$ cat src/rtl/register_u_pkg.sv
// Shared types and constants for the universal register.
package register_u_pkg;

  localparam int MODE_W = 3;

  // Operation select. The encoding is fixed so software and tables can use raw values.
  typedef enum logic [MODE_W-1:0] {
    HOLD = 3'd0,
    LOAD = 3'd1,
    SHL  = 3'd2,
    SHR  = 3'd3,
    ROL  = 3'd4,
    ROR  = 3'd5,
    INC  = 3'd6,
    DEC  = 3'd7
  } mode_t;

  // True for the two counting modes, the only ones that can wrap.
  function automatic logic is_count(input mode_t m);
    return (m == INC) || (m == DEC);
  endfunction

endpackage

$ cat src/rtl/register_u_next.sv
// Combinational next-state datapath for register_u: computes the next register
// value, the wrap (terminal count) condition and the serial output from the
// current contents and the selected mode.
// Optional build macro: REGISTER_U_SAT_EN (counting saturates instead of wrapping).
module register_u_next
  import register_u_pkg::*;
#(
  parameter int W = 8
) (
  input  logic [W-1:0] q_i,
  input  mode_t        mode_i,
  input  logic [W-1:0] d_i,
  input  logic         sin_i,
  output logic [W-1:0] q_next_o,
  output logic         wrap_o,
  output logic         sout_o
);

  logic [W-1:0] shl_v;
  logic [W-1:0] shr_v;
  logic [W-1:0] rol_v;
  logic [W-1:0] ror_v;
  logic [W-1:0] inc_v;
  logic [W-1:0] dec_v;
  logic         all_ones;
  logic         all_zero;

  // A one-bit register has no "rest of q" to shift, so the shift/rotate
  // forms are built separately to avoid zero-width slices.
  if (W == 1) begin : g_w1
    assign shl_v = sin_i;
    assign shr_v = sin_i;
    assign rol_v = q_i;
    assign ror_v = q_i;
  end else begin : g_wn
    assign shl_v = {q_i[W-2:0], sin_i};
    assign shr_v = {sin_i, q_i[W-1:1]};
    assign rol_v = {q_i[W-2:0], q_i[W-1]};
    assign ror_v = {q_i[0], q_i[W-1:1]};
  end

  assign all_ones = &q_i;
  assign all_zero = ~|q_i;

  // Modulo-2^W arithmetic; the carry/borrow is reported through wrap_o only.
  assign inc_v = q_i + {{(W-1){1'b0}}, 1'b1};
  assign dec_v = q_i - {{(W-1){1'b0}}, 1'b1};

  // Terminal count: the counting step about to leave the representable range.
  always_comb begin
    wrap_o = 1'b0;
    if (mode_i == INC) wrap_o = all_ones;
    if (mode_i == DEC) wrap_o = all_zero;
  end

  // Next-value mux over all eight modes.
  always_comb begin
    q_next_o = q_i;
    unique case (mode_i)
      HOLD: q_next_o = q_i;
      LOAD: q_next_o = d_i;
      SHL:  q_next_o = shl_v;
      SHR:  q_next_o = shr_v;
      ROL:  q_next_o = rol_v;
      ROR:  q_next_o = ror_v;
`ifdef REGISTER_U_SAT_EN
      // Saturating build: a step that would wrap keeps the current value.
      INC:  q_next_o = all_ones ? q_i : inc_v;
      DEC:  q_next_o = all_zero ? q_i : dec_v;
`else
      INC:  q_next_o = inc_v;
      DEC:  q_next_o = dec_v;
`endif
      default: q_next_o = q_i;
    endcase
  end

  // Serial output: the bit that leaves q on this shift/rotate edge.
  always_comb begin
    sout_o = 1'b0;
    case (mode_i)
      SHL, ROL: sout_o = q_i[W-1];
      SHR, ROR: sout_o = q_i[0];
      default:  sout_o = 1'b0;
    endcase
  end

endmodule

$ cat src/rtl/register_u.sv
// Universal register: W-bit storage with load, shift, rotate and up/down count,
// serial in/out, a combinational terminal-count flag and a sticky overflow flag.
// Optional build macro: REGISTER_U_SAT_EN (INC/DEC saturate rather than wrap;
// ovf is still raised on the saturating edge).
module register_u
  import register_u_pkg::*;
#(
  parameter int           W       = 8,
  parameter logic [W-1:0] RST_VAL = '0
) (
  input  logic         clk,
  input  logic         rst,
  input  logic         enb,
  input  mode_t        mode,
  input  logic [W-1:0] d,
  input  logic         sin,
  output logic [W-1:0] q,
  output logic         sout,
  output logic         tc,
  output logic         ovf
);

  logic [W-1:0] q_q;
  logic [W-1:0] q_d;
  logic         ovf_q;
  logic         ovf_d;
  logic         wrap;

  register_u_next #(
    .W (W)
  ) u_next (
    .q_i      (q_q),
    .mode_i   (mode),
    .d_i      (d),
    .sin_i    (sin),
    .q_next_o (q_d),
    .wrap_o   (wrap),
    .sout_o   (sout)
  );

  // Overflow is sticky: set by any wrapping count step, cleared only by LOAD
  // (or reset). LOAD and a wrap can never coincide since modes are exclusive.
  always_comb begin
    ovf_d = ovf_q;
    if (mode == LOAD) begin
      ovf_d = 1'b0;
    end else if (is_count(mode) && wrap) begin
      ovf_d = 1'b1;
    end
  end

  // State registers: reset beats enable, enable beats everything else.
  always_ff @(posedge clk) begin
    if (rst) begin
      q_q   <= RST_VAL;
      ovf_q <= 1'b0;
    end else if (enb) begin
      q_q   <= q_d;
      ovf_q <= ovf_d;
    end
  end

  // tc looks only at mode and q, so it is valid even while enb is low.
  assign tc  = wrap;
  assign q   = q_q;
  assign ovf = ovf_q;

endmodule
$ cat config.mk
export PLATFORM = sky130hd
export DESIGN_NAME = register_u
export DESIGN_NICKNAME = d
export VERILOG_FILES = /design/src/rtl/register_u_pkg.sv /design/src/rtl/register_u_next.sv /design/src/rtl/register_u.sv
export SDC_FILE = /design/constraint.sdc
export NUM_CORES = 1
export LEC_CHECK = 0
export BUFFER_PORTS_ARGS = -buffer_cell sky130_fd_sc_hd__buf_2
export CORE_MARGIN = 3
export CORE_UTILIZATION = 50
export DETAILED_ROUTE_END_ITERATION = 8
export PLACE_DENSITY = 0.73
export SYNTH_ARGS = -nofsm -noshare
export SYNTH_HDL_FRONTEND = slang
export SYNTH_SLANG_ARGS = --single-unit
$ cat constraint.sdc
create_clock -name clk -period 2.1 [get_ports clk]
set_input_delay 0.105 -clock clk [delete_from_list [all_inputs] [get_ports clk]]
set_output_delay 0.105 -clock clk [all_outputs]
set_load 0.1 [all_outputs]
==> impl_metrics.json, run 1 <==
{
  "drtIter0Drc": 59,
  "grt_first_pass_wirelength_um": 5510,
  "hold_buffers": 0,
  "stdcell_count": 200,
  "endpoint": "q[4]",
  "rows": 16,
  "first_pass_iters": 5,
  "timing.rr.start": "q[1]",
  "place_area_um2": 1270,
  "io_pins": 26,
  "path_clk_slew_ns": 0.07,
  "synth_area_per_cell_um2": 7.27,
  "grt_max_degree": 27,
  "crit_chain": "xnor2_1 -> ha_1 -> o2111ai_1 -> a221oi_2 -> xor2_1 -> a2bb2oi_1 -> o21ai_0",
  "yosys-top-cells-area": "dfxtp_1 (16%), mux2i_1 (6.4%), o21ai_0 (6.4%), nand2_1 (5.5%), nor2_1 (5.1%)",
  "die_w_um": 52.8,
  "setup_violations": 0,
  "crit_path_start": "q[1]",
  "worstMarginPinSlew_ns": 0.486,
  "layout-drive-gt1-share": 0.295,
  "slew-limit-headroom": 0.678,
  "seq_area_frac_synth": 0.164,
  "ff2ff_path_depth": 7,
  "ir_worst_vdd_v": 0.000314,
  "dpl.hpwl_um": 2320,
  "rr_endpoint": "q[4]",
  "overflow": 0,
  "netlist_instances": 151,
  "fin_crit_sh": 0.915,
  "required_ns": 2.26,
  "cp_slowest_cell": "dfxtp_4",
  "synth.top_cell.area_share": 0.164,
  "hold_class": "in2reg",
  "num_vias": 1216,
  "synth_area_um2": 1100,
  "fin_crit_ns": 1.92,
  "cts_tree": "built",
  "critical_path_class": "reg2reg",
  "yosysWarnings": 0,
  "hold_slack_ns": 0.121,
  "total_leakage_power_uw": 0.000535,
  "portBuffers": 25,
  "min_path_cells": 2,
  "syn_to_final_growth_pct": 18.1,
  "ys_ff_latch": 9,
  "cp_max_fo": 13,
  "die_area_um2": 2790,
  "post_drt_wl_per_cell_um": 15.8,
  "finClkSkew_ns": 0.00152,
  "post_cts_resized": 0,
  "dp_cells": 196,
  "track_usage": 0.267,
  "ys_async_sr_fraction": 0,
  "rrSetupSlack_ns": 0.18,
  "ys_types": 47,
  "chipHeight_um": 52.8,
  "insertion_delay_ns": 0.27,
  "place_congestion": 0.875,
  "drc": 0,
  "h-tree-depth": 1,
  "critical-path-max-stage-delay_ns": 0.39,
  "critPathArrivalTime_ns": 2.08,
  "finalMaxSlewViolations": 0,
  "yosysTopAreaCell": "dfxtp_1",
  "fmax_ghz": 0.520,
  "critPathLaunchType": "flip-flop",
  "fillCellCount": 197,
  "synth_ff_type": "dfxtp_1",
  "outcome": "completed",
  "cts_buffers": 3,
  "post_drt_via_cell_ratio": 6.08,
  "start_util": 0.543,
  "setup_tns_ns": 0,
  "endpoint_kind": "flip-flop",
  "postCtsSetupBuffers": 0,
  "final_hold_viol_count": 0,
  "antenna_cells": 0,
  "rsz0062_at_grt": "false",
  "final_nets": 193,
  "cts_buffer_depth": 2,
  "stdcell_area_um2": 1300,
  "maxCapViolations": 0,
  "ant_nets": 0,
  "cts_sinks": 9,
  "antenna_found_initial": 0,
  "ys_top_cells_by_count": "nand2_1 (16), nor2_1 (15), o21ai_0 (14), a21oi_1 (11), dfxtp_1 (9)",
  "wl_um": 3160,
  "powerDensity_nw_per_um2": 541,
  "synth_edf_count": 0,
  "core_um2": 2020,
  "clockRootBuffer": "clkbuf_4",
  "synth_fp_nets": 170,
  "synth.most_common_cell": "nand2_1",
  "first_global_vias": 1141
}
[cells by family after synthesis]
| family | Yosys count | share of synthesized area |
|---|---|---|
| AO/OA/AOI/OAI | 51 | 0.324 |
| adder cells (fa/ha/maj) | 4 | 0.0456 |
| multiplexers | 7 | 0.0639 |
| flip-flops | 9 | 0.164 |
| buffers and inverters | 15 | 0.0730 |
| AND/OR/NAND/NOR | 57 | 0.266 |
| XOR/XNOR | 8 | 0.0639 |
[worst max-delay path, delay by kind of cell (launching register included)]
family                     cells  cell delay, ns
adders and majority gates      1            0.26
xor gates and xnor gates       2            0.37
AOI/OAI and AO/OA              4            0.80
DFF                            1            0.39
[cell type report]
class	count	area [um^2]	area share
tap	27	33.8	0.0261
inverter	2	7.51	0.00579
sequential	9	203	0.156
multi-input combinational	127	841	0.649
timing repair buffer	31	185	0.143
clock buffer	4	26.3	0.0203
[per-stage QoR]
step	total power, uW	setup WS [ns]	util
after floorplan	494	-0.197	-
after global placement	554	0.143	0.628
after detailed placement	558	0.155	0.628
after CTS	706	0.174	0.641
after global routing	741	0.0441	0.641
final	702	0.179	0.641
[worst min-delay path by stage]
stage / from / endpoint / slack, ns
final: enb / ovf / 0.12
after detailed placement: enb / ovf / 0.41
after global placement: enb / ovf / 0.40
after global routing: enb / ovf / 0.14
after CTS: enb / ovf / 0.12
after floorplan: enb / ovf / 0.23
[cells in the final DEF, fill, tap and decap left out, drive strengths merged, types with 2 or more instances in the layout]
cell	Yosys	routed
a21oi	13	13
and3	2	2
o211ai	3	3
o21ai	15	15
nand2	16	16
o21a	2	2
a311o	2	2
nor3	4	4
clkbuf	3	4
nor2b	2	2
o22ai	3	3
xnor2	5	5
xor2	3	3
buf	10	31
a2bb2oi	2	2
inv	2	2
nand3	4	4
mux2i	7	7
nand2b	6	6
a311oi	2	2
nor2	15	15
ha	4	4
dfxtp	9	9
[report_power, final]
group / total (uW) / internal, uW / switching (uW)
Clock: 143 / 73.7 / 69.7
Sequential: 220 / 185 / 35.0
Combinational: 338 / 106 / 232
[sequential cells by signal, summed over array words and instances, names as in the netlist]
register	flops
ovf	1
q	8
[routing by layer]
metal	wire [um]	GRT usage	part of all wire
met3	313	0.0627	0.099
met4	44	0.0638	0.014
met2	1490	0.444	0.47
met5	0	0	0
met1	1320	0.342	0.42
Note: power is estimated with default switching activity, not from simulation.
==> run 2, diff against run 1 <==
==> constraint.sdc (replaced) <==
create_clock -name clk -period 2.1 [get_ports clk]
set_input_delay 0.525 -clock clk [delete_from_list [all_inputs] [get_ports clk]]
set_output_delay 0.525 -clock clk [all_outputs]
set_load 0.1 [all_outputs]
==> run 2 against run 1 <==
Compared with the run above:
- the flow now finishes with violations (setup timing)
- total power increased by 9.1%
- maximum frequency decreased by 12%
- critical path depth decreased by 3
- final area increased by 18%
- clock skew increased by 0.015 ns
- sequential power decreased by 7%
- largest power group unchanged
==> impl_metrics.json, run 2 (same netlist as run 1, synthesis figures left out) <==
{
  "outcome": "complete, but fails checks",
  "violations": "setup timing",
  "setup_violations": 1,
  "overflow": 0,
  "total_leakage_power_uw": 0.000657,
  "slew-limit-headroom": 0.677,
  "num_vias": 1376,
  "portBuffers": 25,
  "final_cell_mix": "buf_4 (28), buf_2 (23), nand2_1 (16)",
  "final_common_cell": "buf_4",
  "hold_class": "in2reg",
  "cp_max_fo": 3,
  "post_drt_via_cell_ratio": 6.17,
  "endpoint_kind": "output port",
  "ant_nets": 0,
  "drc": 0,
  "powerDensity_nw_per_um2": 499,
  "worstMarginPinSlew_ns": 0.487,
  "insertion_delay_ns": 0.28,
  "die_area_um2": 2790,
  "hold_buffers": 0,
  "final_hold_viol_count": 0,
  "cts_tree": "built",
  "syn_to_final_growth_pct": 39.7,
  "rsz0062_at_grt": "true",
  "layout-drive-gt1-share": 0.403,
  "track_usage": 0.288,
  "rows": 16,
  "critPathArrivalTime_ns": 1.65,
  "cts_buffers": 3,
  "wl_um": 3680,
  "drtIter0Drc": 61,
  "critPathLaunchType": "flip-flop",
  "required_ns": 1.57,
  "ir_worst_vdd_v": 0.000417,
  "core_um2": 2020,
  "place_congestion": 0.846,
  "largest_register_ffs": 8,
  "final_nets": 216,
  "fin_util": 0.758,
  "antenna_cells": 0,
  "first_pass_iters": 4,
  "io_pins": 26,
  "maxCapViolations": 0,
  "path_clk_slew_ns": 0.08,
  "critical_path_class": "reg2out",
  "finClkSkew_ns": 0.0169,
  "grt_max_degree": 18,
  "clockRootBuffer": "clkbuf_4",
  "h-tree-depth": 1,
  "cts_sinks": 9,
  "dpl.hpwl_um": 2560,
  "worst_slack_ns": -0.0749,
  "first_global_vias": 1273,
  "fin_crit_ns": 2.17,
  "cts_buffer_depth": 2,
  "post_drt_wl_per_cell_um": 16.5,
  "antenna_found_initial": 0,
  "start_util": 0.543,
  "fin_crit_sh": 1.04,
  "fmax_ghz": 0.460,
  "die_w_um": 52.8,
  "setup_tns_ns": -0.0749,
  "chipHeight_um": 52.8,
  "grt_first_pass_wirelength_um": 5930,
  "finalMaxSlewViolations": 0
}
run 2: repair_timing:
| action | in CTS | in global routing |
|---|---|---|
| gates resized for setup | 1 | 2 |
| endpoints found under the setup margin | 1 | 2 |
| buffers inserted | 8 | 0 |
| pin swaps | 2 | 2 |
run 2: power by group:
group / leakage (uW) / internal (uW) / switching, uW
Clock: 0.0000150 / 73.6 / 76.1
Combinational: 0.000563 / 145 / 266
Sequential: 0.0000793 / 184 / 20.6
run 2: routing by layer:
layer,vias up,share of wire,GRT usage
met5,-,0,0
met4,0,0.018,0.102
met1,647,0.42,0.369
met2,70,0.49,0.473
li1,649,-,-
met3,10,0.073,0.0570
run 2: path summary, 6_finish.rpt:
path,endpoint,cells after the start,startpoint,slack (ns)
max,tc,4,q[1],-0.07
min reg2reg,ovf,2,ovf,0.55
max reg2reg,q[4],8,q[1],0.14
min,q[0],2,rst,0.55
run 2: stage by stage:
stage | area, um^2 | setup slack (ns) | hold slack (ns) | cells | power [uW]
after global routing | 1530 | -0.0960 | 0.552 | 223 | 804
after detailed placement | 1430 | -0.106 | 0.509 | 211 | 589
after global placement | 1430 | -0.0676 | 0.500 | 211 | 581
final | 1530 | -0.0749 | 0.551 | 223 | 765
after floorplan | 1170 | -0.309 | 0.625 | 151 | 497
after CTS | 1520 | -0.0489 | 0.521 | 223 | 754
run 2: layout make-up:
cell class | count | area (um^2)
Sequential cell | 9 | 210
Tap cell | 27 | 33.8
Inverter | 2 | 7.51
Clock buffer | 4 | 26.3
Multi-Input combinational cell | 127 | 875
Fill cell | 159 | 489
Timing Repair Buffer | 54 | 380
run 2: worst max-delay path, stage by stage, from the launching register on:
cell     delay (ns)
dfxtp_4        0.36
nor4_1         0.34
nand3_1        0.22
a21oi_4        0.25
buf_12         0.20
==> run 3, diff against run 2 <==
--- a/config.mk
+++ b/config.mk
@@ -10,6 +10,7 @@
 export CORE_UTILIZATION = 50
 export DETAILED_ROUTE_END_ITERATION = 8
 export PLACE_DENSITY = 0.73
+export RECOVER_POWER = 25
 export SYNTH_ARGS = -nofsm -noshare
 export SYNTH_HDL_FRONTEND = slang
 export SYNTH_SLANG_ARGS = --single-unit
==> run 3 against run 2 <==
Compared with the run above:
- the run still ends with setup timing left
- final cell count is the same
- clock power barely moved
- first-iteration DRC count increased by 9.8%
- setup slack better by 0.0043 ns
- non-clock buffer count did not move
==> impl_metrics.json, run 3 (same netlist as run 1, synthesis figures left out) <==
{
  "drc": 0,
  "rr_endpoint": "q[4]",
  "switching_share": 0.474,
  "cp_max_fo": 3,
  "grt_max_degree": 18,
  "cts_buffers": 3,
  "first_pass_iters": 4,
  "antenna_found_initial": 0,
  "clockRootBuffer": "clkbuf_4",
  "final_hold_viol_count": 0,
  "track_usage": 0.288,
  "path_clk_slew_ns": 0.08,
  "outcome": "complete, but fails checks",
  "rsz0062_at_grt": "true",
  "fin_crit_sh": 1.03,
  "cp_slowest_cell": "dfxtp_4",
  "rows": 16,
  "final_common_cell": "buf_4",
  "cts_buffer_depth": 2,
  "finalMaxSlewViolations": 0,
  "h-tree-depth": 1,
  "p_int_uw": 402,
  "rrSetupSlack_ns": 0.14,
  "p_comb_frac": 0.538,
  "fmax_ghz": 0.461,
  "stdcell_count": 223,
  "crit_chain": "nor4_1 -> nand3_1 -> a21oi_4 -> buf_12",
  "dpl.hpwl_um": 2560,
  "num_vias": 1372,
  "hold_class": "in2reg",
  "required_ns": 1.57,
  "clkPwrFrac": 0.195,
  "critical_path_class": "reg2out",
  "hold_slack_ns": 0.550,
  "cts_sinks": 9,
  "place_congestion": 0.846,
  "finClkSkew_ns": 0.0168,
  "largest_register_ffs": 8,
  "first_global_vias": 1273,
  "seqCellArea_um2": 210,
  "maxCapViolations": 0,
  "die_area_um2": 2790,
  "ir_worst_vdd_v": 0.000417,
  "min_from": "enb",
  "setup_violations": 1,
  "ff2ff_path_depth": 8,
  "fin_crit_ns": 2.17,
  "worstMarginPinSlew_ns": 0.542,
  "final_cell_mix": "buf_4 (28), buf_2 (22), nand2_1 (16)",
  "powerDensity_nw_per_um2": 499,
  "start_util": 0.543,
  "final_nets": 216,
  "ant_nets": 0,
  "critPathLaunchType": "flip-flop",
  "worst_slack_ns": -0.0707,
  "critical-path-max-stage-delay_ns": 0.36,
  "total_leakage_power_uw": 0.000657,
  "violations": "setup timing",
  "min_path_cells": 2,
  "grt_first_pass_wirelength_um": 5930,
  "switching_power_uw": 363,
  "fin_util": 0.758,
  "fillCellCount": 159,
  "seqPwrFrac": 0.267,
  "critPathArrivalTime_ns": 1.65,
  "multiInputGateArea_um2": 875,
  "io_pins": 26,
  "die_w_um": 52.8,
  "chipHeight_um": 52.8,
  "post_drt_via_cell_ratio": 6.15,
  "portBuffers": 25,
  "layout-drive-gt1-share": 0.403,
  "slew-limit-headroom": 0.640,
  "timing.rr.start": "q[1]",
  "core_um2": 2020,
  "drtIter0Drc": 67,
  "insertion_delay_ns": 0.28,
  "endpoint_kind": "output port",
  "antenna_cells": 0,
  "hold_buffers": 0,
  "overflow": 0,
  "cts_tree": "built",
  "whs_endpoint": "ovf",
  "post_drt_wl_per_cell_um": 16.5,
  "dp_cells": 211,
  "wl_um": 3670,
  "syn_to_final_growth_pct": 39.7
}
-- run 3: layer usage --
metal,global-route usage,up-vias,share of wire
li1,-,647,-
met1,0.369,640,0.41
met2,0.473,75,0.49
met3,0.0570,10,0.081
met4,0.102,0,0.018
met5,0,-,0
-- run 3: how the worst max path moves through the flow --
| stage | start | endpoint | slack [ns] |
|---|---|---|---|
| floorplan | q[0] | tc | -0.31 |
| global placement | mode[0] | q[5] | -0.07 |
| detailed placement | mode[0] | q[7] | -0.11 |
| CTS | q[6] | tc | -0.05 |
| global route | q[1] | tc | -0.1 |
| finish | q[1] | tc | -0.07 |
-- run 3: timing repair --
item / 4_1_cts / 5_1_grt
gates cloned: 0 / 0
pin swaps: 2 / 2
gates resized for setup: 1 / 2
setup buffers: 8 / 0
endpoints found under the setup margin: 1 / 2
-- run 3: power groups by stage --
stage,clock [uW],sequential (uW),combinational [uW]
after global placement,0,221,359
after floorplan,0,298,199
final,150,204,411
after detailed placement,0,223,366
after global routing,159,207,438
after CTS,150,204,400
-- run 3: critical path, delay by kind of cell (launching register included) --
family	cells	cell delay [ns]
and+or+nand+nor	2	0.56
buffers and inverters	1	0.20
DFF	1	0.36
AOI/OAI and AO/OA	1	0.25
-- run 3: final cells by class --
| type | count | share of cell area |
|---|---|---|
| well taps | 27 | 0.0220 |
| inverters | 2 | 0.00490 |
| flip-flops and latches | 9 | 0.137 |
| multi-input cells | 127 | 0.571 |
| clock buffers | 4 | 0.0171 |
| repair buffers | 54 | 0.248 |
-- run 3: metrics by stage --
stage	cell area, um^2	setup WS [ns]	total power, uW	setup TNS, ns
after floorplan	1170	-0.309	497	-0.722
after global placement	1430	-0.0676	581	-0.170
after detailed placement	1430	-0.106	589	-0.287
after CTS	1520	-0.0489	754	-0.0489
after global routing	1530	-0.0960	804	-0.0960
final	1530	-0.0707	765	-0.0707
